[config.mk]
export PLATFORM = sky130hd
export DESIGN_NAME = uart_rx
export DESIGN_NICKNAME = d
export VERILOG_FILES = /design/src/rtl/uart_rx.sv
export SDC_FILE = /design/constraint.sdc
export NUM_CORES = 1
export LEC_CHECK = 0
export CORE_ASPECT_RATIO = 1.2
export CORE_MARGIN = 2
export CORE_UTILIZATION = 57
export CTS_CLUSTER_SIZE = 40
export DETAILED_ROUTE_END_ITERATION = 12
export GPL_TIMING_DRIVEN = 0
export PLACE_DENSITY_LB_ADDON = 0.3
export SLEW_MARGIN = 20
export SYNTH_ARGS = -nofsm -noshare
export SYNTH_HDL_FRONTEND = slang
export SYNTH_SLANG_ARGS = --single-unit
export TNS_END_PERCENT = 30
[constraint.sdc]
create_clock -name Clock -period 2.2 [get_ports Clock]
set_input_delay 0.55 -clock Clock [delete_from_list [all_inputs] [get_ports Clock]]
set_output_delay 0.55 -clock Clock [all_outputs]
set_load 0.03 [all_outputs]
[src/rtl/uart_rx.sv]
// ---------------------------------------------------------------------------
// uart_rx
//
// 8N1 UART receiver, LSB first, fixed baud set by CLKS_PER_BIT. The serial
// line passes through a two-flop synchroniser, and the receive FSM only
// ever looks at the second stage (rx_s). Each good byte is presented on
// Rx_Byte with a single-cycle Rx_DV strobe. A stop bit that samples low
// gives a single-cycle Rx_Frame_Err strobe. The receiver then waits in
// BREAK until the line returns high, so a line held low is not decoded as
// a stream of 0x00 frames. A start bit that is no longer low at its
// midpoint is treated as a glitch and dropped without any strobe.
//
// Ports:
//   Clock        in   system clock, all logic on the rising edge
//   Reset_n      in   synchronous, active-low reset
//   Rx_Serial    in   asynchronous serial line, idle high
//   Rx_DV        out  one-cycle pulse: Rx_Byte holds a new good byte
//   Rx_Byte      out  last good byte, held until the next good byte
//   Rx_Frame_Err out  one-cycle pulse: stop bit sampled low
//   Rx_Busy      out  high while the FSM is anywhere other than IDLE
// ---------------------------------------------------------------------------
module uart_rx #(
  parameter int CLKS_PER_BIT = 434
) (
  input  logic       Clock,
  input  logic       Reset_n,
  input  logic       Rx_Serial,
  output logic       Rx_DV,
  output logic [7:0] Rx_Byte,
  output logic       Rx_Frame_Err,
  output logic       Rx_Busy
);

  localparam int HALF_BIT = (CLKS_PER_BIT - 1) / 2;
  localparam int CNT_W    = $clog2(CLKS_PER_BIT);

  localparam logic [CNT_W-1:0] HALF_CNT = CNT_W'(HALF_BIT);
  localparam logic [CNT_W-1:0] LAST_CNT = CNT_W'(CLKS_PER_BIT - 1);

  typedef enum logic [2:0] {
    IDLE,
    START,
    DATA,
    STOP,
    CLEANUP,
    BREAK
  } state_t;

  state_t           state;
  state_t           state_next;
  logic [CNT_W-1:0] cnt;
  logic [CNT_W-1:0] cnt_next;
  logic [2:0]       bit_idx;
  logic [2:0]       bit_idx_next;
  logic [7:0]       shift;
  logic [7:0]       shift_next;
  logic [7:0]       byte_next;
  logic             dv_next;
  logic             fe_next;
  logic             rx_meta;
  logic             rx_s;

  // Two-flop synchroniser for the asynchronous serial line. Both stages
  // reset to the idle (high) level, so leaving reset never looks like a
  // start edge.
  always_ff @(posedge Clock) begin
    if (!Reset_n) begin
      rx_meta <= 1'b1;
      rx_s    <= 1'b1;
    end else begin
      rx_meta <= Rx_Serial;
      rx_s    <= rx_meta;
    end
  end

  // State register plus the registered outputs. The strobes are registered
  // copies of dv_next / fe_next. They are therefore high for exactly the one
  // cycle after the stop-bit sample, and cannot overlap because only one of
  // them is ever set at that sample.
  always_ff @(posedge Clock) begin
    if (!Reset_n) begin
      state        <= IDLE;
      cnt          <= '0;
      bit_idx      <= '0;
      shift        <= '0;
      Rx_Byte      <= '0;
      Rx_DV        <= 1'b0;
      Rx_Frame_Err <= 1'b0;
    end else begin
      state        <= state_next;
      cnt          <= cnt_next;
      bit_idx      <= bit_idx_next;
      shift        <= shift_next;
      Rx_Byte      <= byte_next;
      Rx_DV        <= dv_next;
      Rx_Frame_Err <= fe_next;
    end
  end

  // Next-state logic. Timing is referenced to t0, the cycle in which IDLE
  // sees rx_s low. The counter is loaded with 1 on leaving IDLE so that t0
  // itself is counted. As a result, the start-bit midpoint check at
  // cnt == HALF_BIT falls exactly at t0 + HALF_BIT. Each data/stop sample
  // then lands a whole bit period (cnt == CLKS_PER_BIT-1) later. The
  // counter is cleared at every sample point and so never exceeds
  // CLKS_PER_BIT-1.
  always_comb begin
    state_next   = state;
    cnt_next     = cnt;
    bit_idx_next = bit_idx;
    shift_next   = shift;
    byte_next    = Rx_Byte;
    dv_next      = 1'b0;
    fe_next      = 1'b0;

    case (state)
      IDLE: begin
        cnt_next     = '0;
        bit_idx_next = '0;
        if (!rx_s) begin
          state_next = START;
          cnt_next   = CNT_W'(1);
        end
      end

      START: begin
        if (cnt == HALF_CNT) begin
          cnt_next   = '0;
          state_next = rx_s ? IDLE : DATA;
        end else begin
          cnt_next = cnt + CNT_W'(1);
        end
      end

      DATA: begin
        if (cnt == LAST_CNT) begin
          cnt_next            = '0;
          shift_next[bit_idx] = rx_s;
          if (bit_idx == 3'd7) begin
            state_next = STOP;
          end else begin
            bit_idx_next = bit_idx + 3'd1;
          end
        end else begin
          cnt_next = cnt + CNT_W'(1);
        end
      end

      STOP: begin
        if (cnt == LAST_CNT) begin
          cnt_next = '0;
          if (rx_s) begin
            byte_next  = shift;
            dv_next    = 1'b1;
            state_next = CLEANUP;
          end else begin
            fe_next    = 1'b1;
            state_next = BREAK;
          end
        end else begin
          cnt_next = cnt + CNT_W'(1);
        end
      end

      // A single cycle that lets the strobe drop. A start edge arriving now
      // is not lost, because IDLE re-examines rx_s on the very next cycle.
      CLEANUP: begin
        state_next = IDLE;
      end

      BREAK: begin
        if (rx_s) begin
          state_next = IDLE;
        end
      end

      default: begin
        state_next = IDLE;
      end
    endcase
  end

  // Busy covers every non-idle state, including the CLEANUP cycle in which
  // the strobe is visible.
  assign Rx_Busy = (state != IDLE);

endmodule

# Word level (Yosys, flattened, before mapping)
# Cells that the tools add are included.
[totals] ff_bits=35 in_bits=3 elab_cells=59
[classes] add_sub_neg=2 order_cmp=2 eq_ne=14 n_mux=21 reduce_logical=11
[op_table] cell="case mux 9 bit (3 select lines)" n=1
[op_table] cell="2-to-1 mux 3 bit" n=8
[op_table] cell="2-to-1 mux 9 bit" n=2
[op_table] cell="case mux 3 bit (5 select lines)" n=1
[op_table] cell="!= test 2 bit (second input constant)" n=7
[op_table] cell="adder 9 x 1 -> 9 bit (second input constant)" n=1
[op_table] cell="equality test 9 x 8 -> 1 bit (second input constant)" n=1
[op_table] cell="equality test 9 bit (second input constant)" n=1
[op_table] cell="AND reduction 3 bit" n=3
[op_table] cell="bitwise mux 8 bit" n=1
[op_table] cell="equality test 3 x 2 -> 1 bit (second input constant)" n=2
[op_table] cell="equality test 3 bit (second input constant)" n=2
[op_table] cell="case mux 3 bit (2 select lines)" n=1
[op_table] cell="AND reduction 6 bit" n=1
[op_table] cell="nonzero test 3 bit" n=2
[op_table] cell="2-to-1 mux 1 bit" n=5
[op_table] cell="less-than comparator 3 x 4 -> 1 bit (second input constant)" n=1
[op_table] cell="adder 3 x 1 -> 3 bit (second input constant)" n=1
[op_table] cell="demux 1 bit (select 3 bit)" n=1
[op_table] cell="equality test 3 x 1 -> 1 bit (second input constant)" n=1
[op_table] cell=">= comparator 3 x 1 -> 1 bit (second input constant)" n=1
[op_table] cell="zero test 3 bit" n=1
[op_table] cell="2-to-1 mux 2 bit" n=1
[op_table] cell="AND reduction 2 bit" n=1
[op_table] cell="other kinds (3)" n=3

# Depth between registers and ports, before layout
[logic_depth] ltp_word=5 mapped_depth=7 mapped_depth_nobuf=6

# Worst setup path before layout
# No wires, ideal clock.
[synth_timing] path_type="register to register" start="register cnt[3]" end="register shift[1]" setup_time_ns=0.131 t_arrival_ns=1.673 t_required_ns=2.069 path_slack_ns=0.396 stages_incl_launch_ff=8 cell_sequence="dfxtp_1 buf_6 nand4bb_1 buf_6 or4_4 buf_6 o311ai_1 o41ai_1"
[synth_via] elab_chain_cells=2
[synth_lines] item="start, declared" line="51" source="logic [CNT_W-1:0] cnt;"
[synth_lines] item="start signal, assigned" line="91" source="cnt <= cnt_next;"
[synth_lines] item="equality test 9 bit" line="136" source="if (cnt == LAST_CNT) begin"
[synth_lines] item="AND reduction 2 bit (no line)"
[synth_lines] item="end signal, assigned" line="93" source="shift <= shift_next;"
[synth_lines] item="end, declared" line="55" source="logic [7:0] shift;"
# Every way passes these cells.
# A chain may end at the register's enable or synchronous reset.

# Worst setup path in the final report
[layout_timing] start="register state[0]" end="output port Rx_Busy"
[layout_via] elab_chain_cells=1
[layout_lines] item="start, declared" line="49" source="state_t state;"
[layout_lines] item="start signal, assigned" line="90" source="state <= state_next;"
[layout_lines] item="nonzero test 3 bit" line="185" source="assign Rx_Busy = (state != IDLE);"
[layout_lines] item="end, declared" line="31" source="output logic Rx_Busy"
# Every way passes these cells.

==> flow_summary.ini <==
[critical_path]
path_cells = clkbuf_2 > nor2_1 > nand2_1 > dlygate4sd2_1
arrival_ns = 1.47
critPathMaxStageDelay_ns = 0.35
crit_family = buffers and inverters
cp.depth = 4
crit_buf_inv = 2
crit_path_end_kind = output port
cp.required_ns = 1.65
ff2ff_path_depth = 6
cp_max_fo = 9
worst_setup_path_start_kind = flip-flop
crit_slowest_cell = dlygate4sd2_1
path_class = reg2out

[route]
viasPerCell = 5.89
via_count = 1448
drt.antenna.violating_nets = 0
wl_mm = 3.58
firstDrtPassIters = 4
wl_per_cell_um = 14.5
drt_iter0_drc = 52
drc_errors = 0

[yosys]
syn_inst = 189
ys_types = 51
async_flop_share = 0
ys_top_cells_by_count = 35 x dfxtp_1, 20 x nand2_1, 19 x nor2_1
seq_area_frac_synth = 0.400
yosys_warnings = 0
synth_edf_count = 0
synthMostInstantiatedCell = dfxtp_1
syn-cell-area_sq_um = 1750
ys_ff_latch = 35
yosysTopAreaCell = dfxtp_1
yosys-top-cells-area = dfxtp_1 40%, mux2i_1 8.6%, nand2_1 4.3%
synth_top_area_share = 0.400
synth_ff_type = dfxtp_1
synth_nets = 197
avgSynthCellArea_sq_um = 9.27

[finish]
n_fill_cell = 246
fin_cells = 246
regArea_sq_um = 701
utilization = 0.677
multi_input_area_sq_um = 936
antenna_cells = 0
fin_area_sq_um = 2030
nNetsFinal = 217
area.growth.synth_to_final_pct = 15.9
drive_gt1_frac = 0.133

[global_route]
grt_antenna_before_repair = 0
grtUsageTotal = 0.225
grt_max_degree = 13
grt_pass1_vias = 1314
grt_pass1_wl_mm = 5.89
grt-ovfl-total = 0

[die]
die_area_sq_um = 3530
die_w_um = 54.6
die_y_um = 64.7
rows = 22
core_sq_um = 3000
io_pins = 14
initial_core_util = 0.584

[timing]
skew_ns = 0.0176
hold_viol_final = 0
max_freq_mhz = 494
finalSetupViolCount = 0
slew_violations = 0
fin_ws_ns = 0.176
fin_crit_ns = 2.02
fin_setup_tns_ns = 0
period_share = 0.920
slew_headroom = 0.516
holdWs_ns = 0.416
tightest_slew_ns = 0.721
rsz0062_at_grt = false

[hold_path]
whs_path_depth = 1
holdCritPathClass = reg2reg

[clock_tree]
clkSinkCount = 35
cts_buffer_depth = 2
cts_tree = done
h-tree-depth = 2
ctsHoldBuffers = 0
clk_latency_ns = 0.34
clkTransAtPathRegs_ns = 0.11
root_buffer = clkbuf_4
numCtsBuffers = 5

[placed_design]
place_hpwl_mm = 2.50
routabilityCongestion = 0.781
post-place-ws_ns = -0.126
portBuffers = 13
dpl.cell_count = 238
postPlaceCellArea_sq_um = 1930

[pwr]
total_power_mw = 1.46
power.leakage_nw = 0.775
power-per-cell-area_nw_per_um2 = 717
ir_drop_mv = 0.622

[job]
drv_cap = 0

[run_status]
status = complete, no violations
==> worst register-to-register path, stage by stage, from the launching register on <==
cell      delay, ns
dfxtp_1        0.36
inv_1          0.10
ha_1           0.20
nand4b_4       0.19
nor4_4         0.70
mux2i_1        0.26
nor2_1         0.05
==> logic make-up (layout without fill, tap and decap cells) <==
group	Yosys count	in the layout	share of synthesized area
AO/OA/AOI/OAI	34	34	0.146
multiplexers	15	15	0.0857
buffers and inverters	21	42	0.0657
XOR/XNOR	1	1	0.00500
adder cells (fa/ha/maj)	5	5	0.0357
flip-flops	35	35	0.400
AND/OR/NAND/NOR	78	78	0.261
==> cell type report <==
class	count	area share
clock buffer	5	0.0185
clock inverter	3	0.0333
multi-input combinational	133	0.461
buffer	14	0.0437
tap	36	0.0222
timing repair buffer	13	0.0635
sequential	35	0.345
inverter	7	0.0129
==> state kept, by name, summed over array words and instances, names as in the netlist <==
register / cells
state: 3
bit_idx: 3
rx_s: 1
Rx_DV: 1
cnt: 9
Rx_Frame_Err: 1
shift: 8
rx_meta: 1
Rx_Byte: 8
==> routing by layer <==
metal / track usage / part of all wire / wire (um) / vias up
li1: - / - / - / 721
met1: 0.275 / 0.44 / 1590 / 696
met2: 0.372 / 0.51 / 1820 / 25
met3: 0.0576 / 0.034 / 121 / 6
met4: 0.0781 / 0.012 / 44 / 0
met5: 0 / 0 / 0 / -
==> timing repair <==
| item | 4_1_cts | 5_1_grt |
|---|---|---|
| setup buffers | 0 | 0 |
| resized for setup | 1 | 0 |
| setup endpoints to repair | 1 | 0 |
==> power by group <==
group / internal, mW / switching, mW / total [mW]
Combinational: 0.0737 / 0.155 / 0.229
Sequential: 0.647 / 0.00552 / 0.653
Clock: 0.353 / 0.222 / 0.575
Total: 1.07 / 0.382 / 1.46
==> layout by cell type (no fill, tap or decap), types with 3 or more instances in the layout <==
master,n
dfxtp_1,35
nand2_1,20
nor2_1,19
mux2i_1,15
clkdlybuf4s50_1,12
inv_1,7
clkbuf_1,6
nand3_1,6
a21oi_1,6
nand2b_1,5
o22ai_1,5
ha_1,5
clkbuf_4,5
buf_6,4
nor3_1,4
o21ai_0,3
==> worst paths after layout <==
| kind | from | end | slack (ns) |
|---|---|---|---|
| hold / removal | rx_meta$_SDFF_PN1_ | rx_s$_SDFF_PN1_ | 0.42 |
| setup reg to reg | cnt[1]$_SDFFE_PN0P_ | Rx_Byte[4]$_SDFFE_PN0P_ | 0.22 |
| setup / recovery | state[0]$_SDFFE_PN0P_ | Rx_Busy | 0.18 |
| hold reg to reg | rx_meta$_SDFF_PN1_ | rx_s$_SDFF_PN1_ | 0.42 |
(Power assumes the default switching activity.)
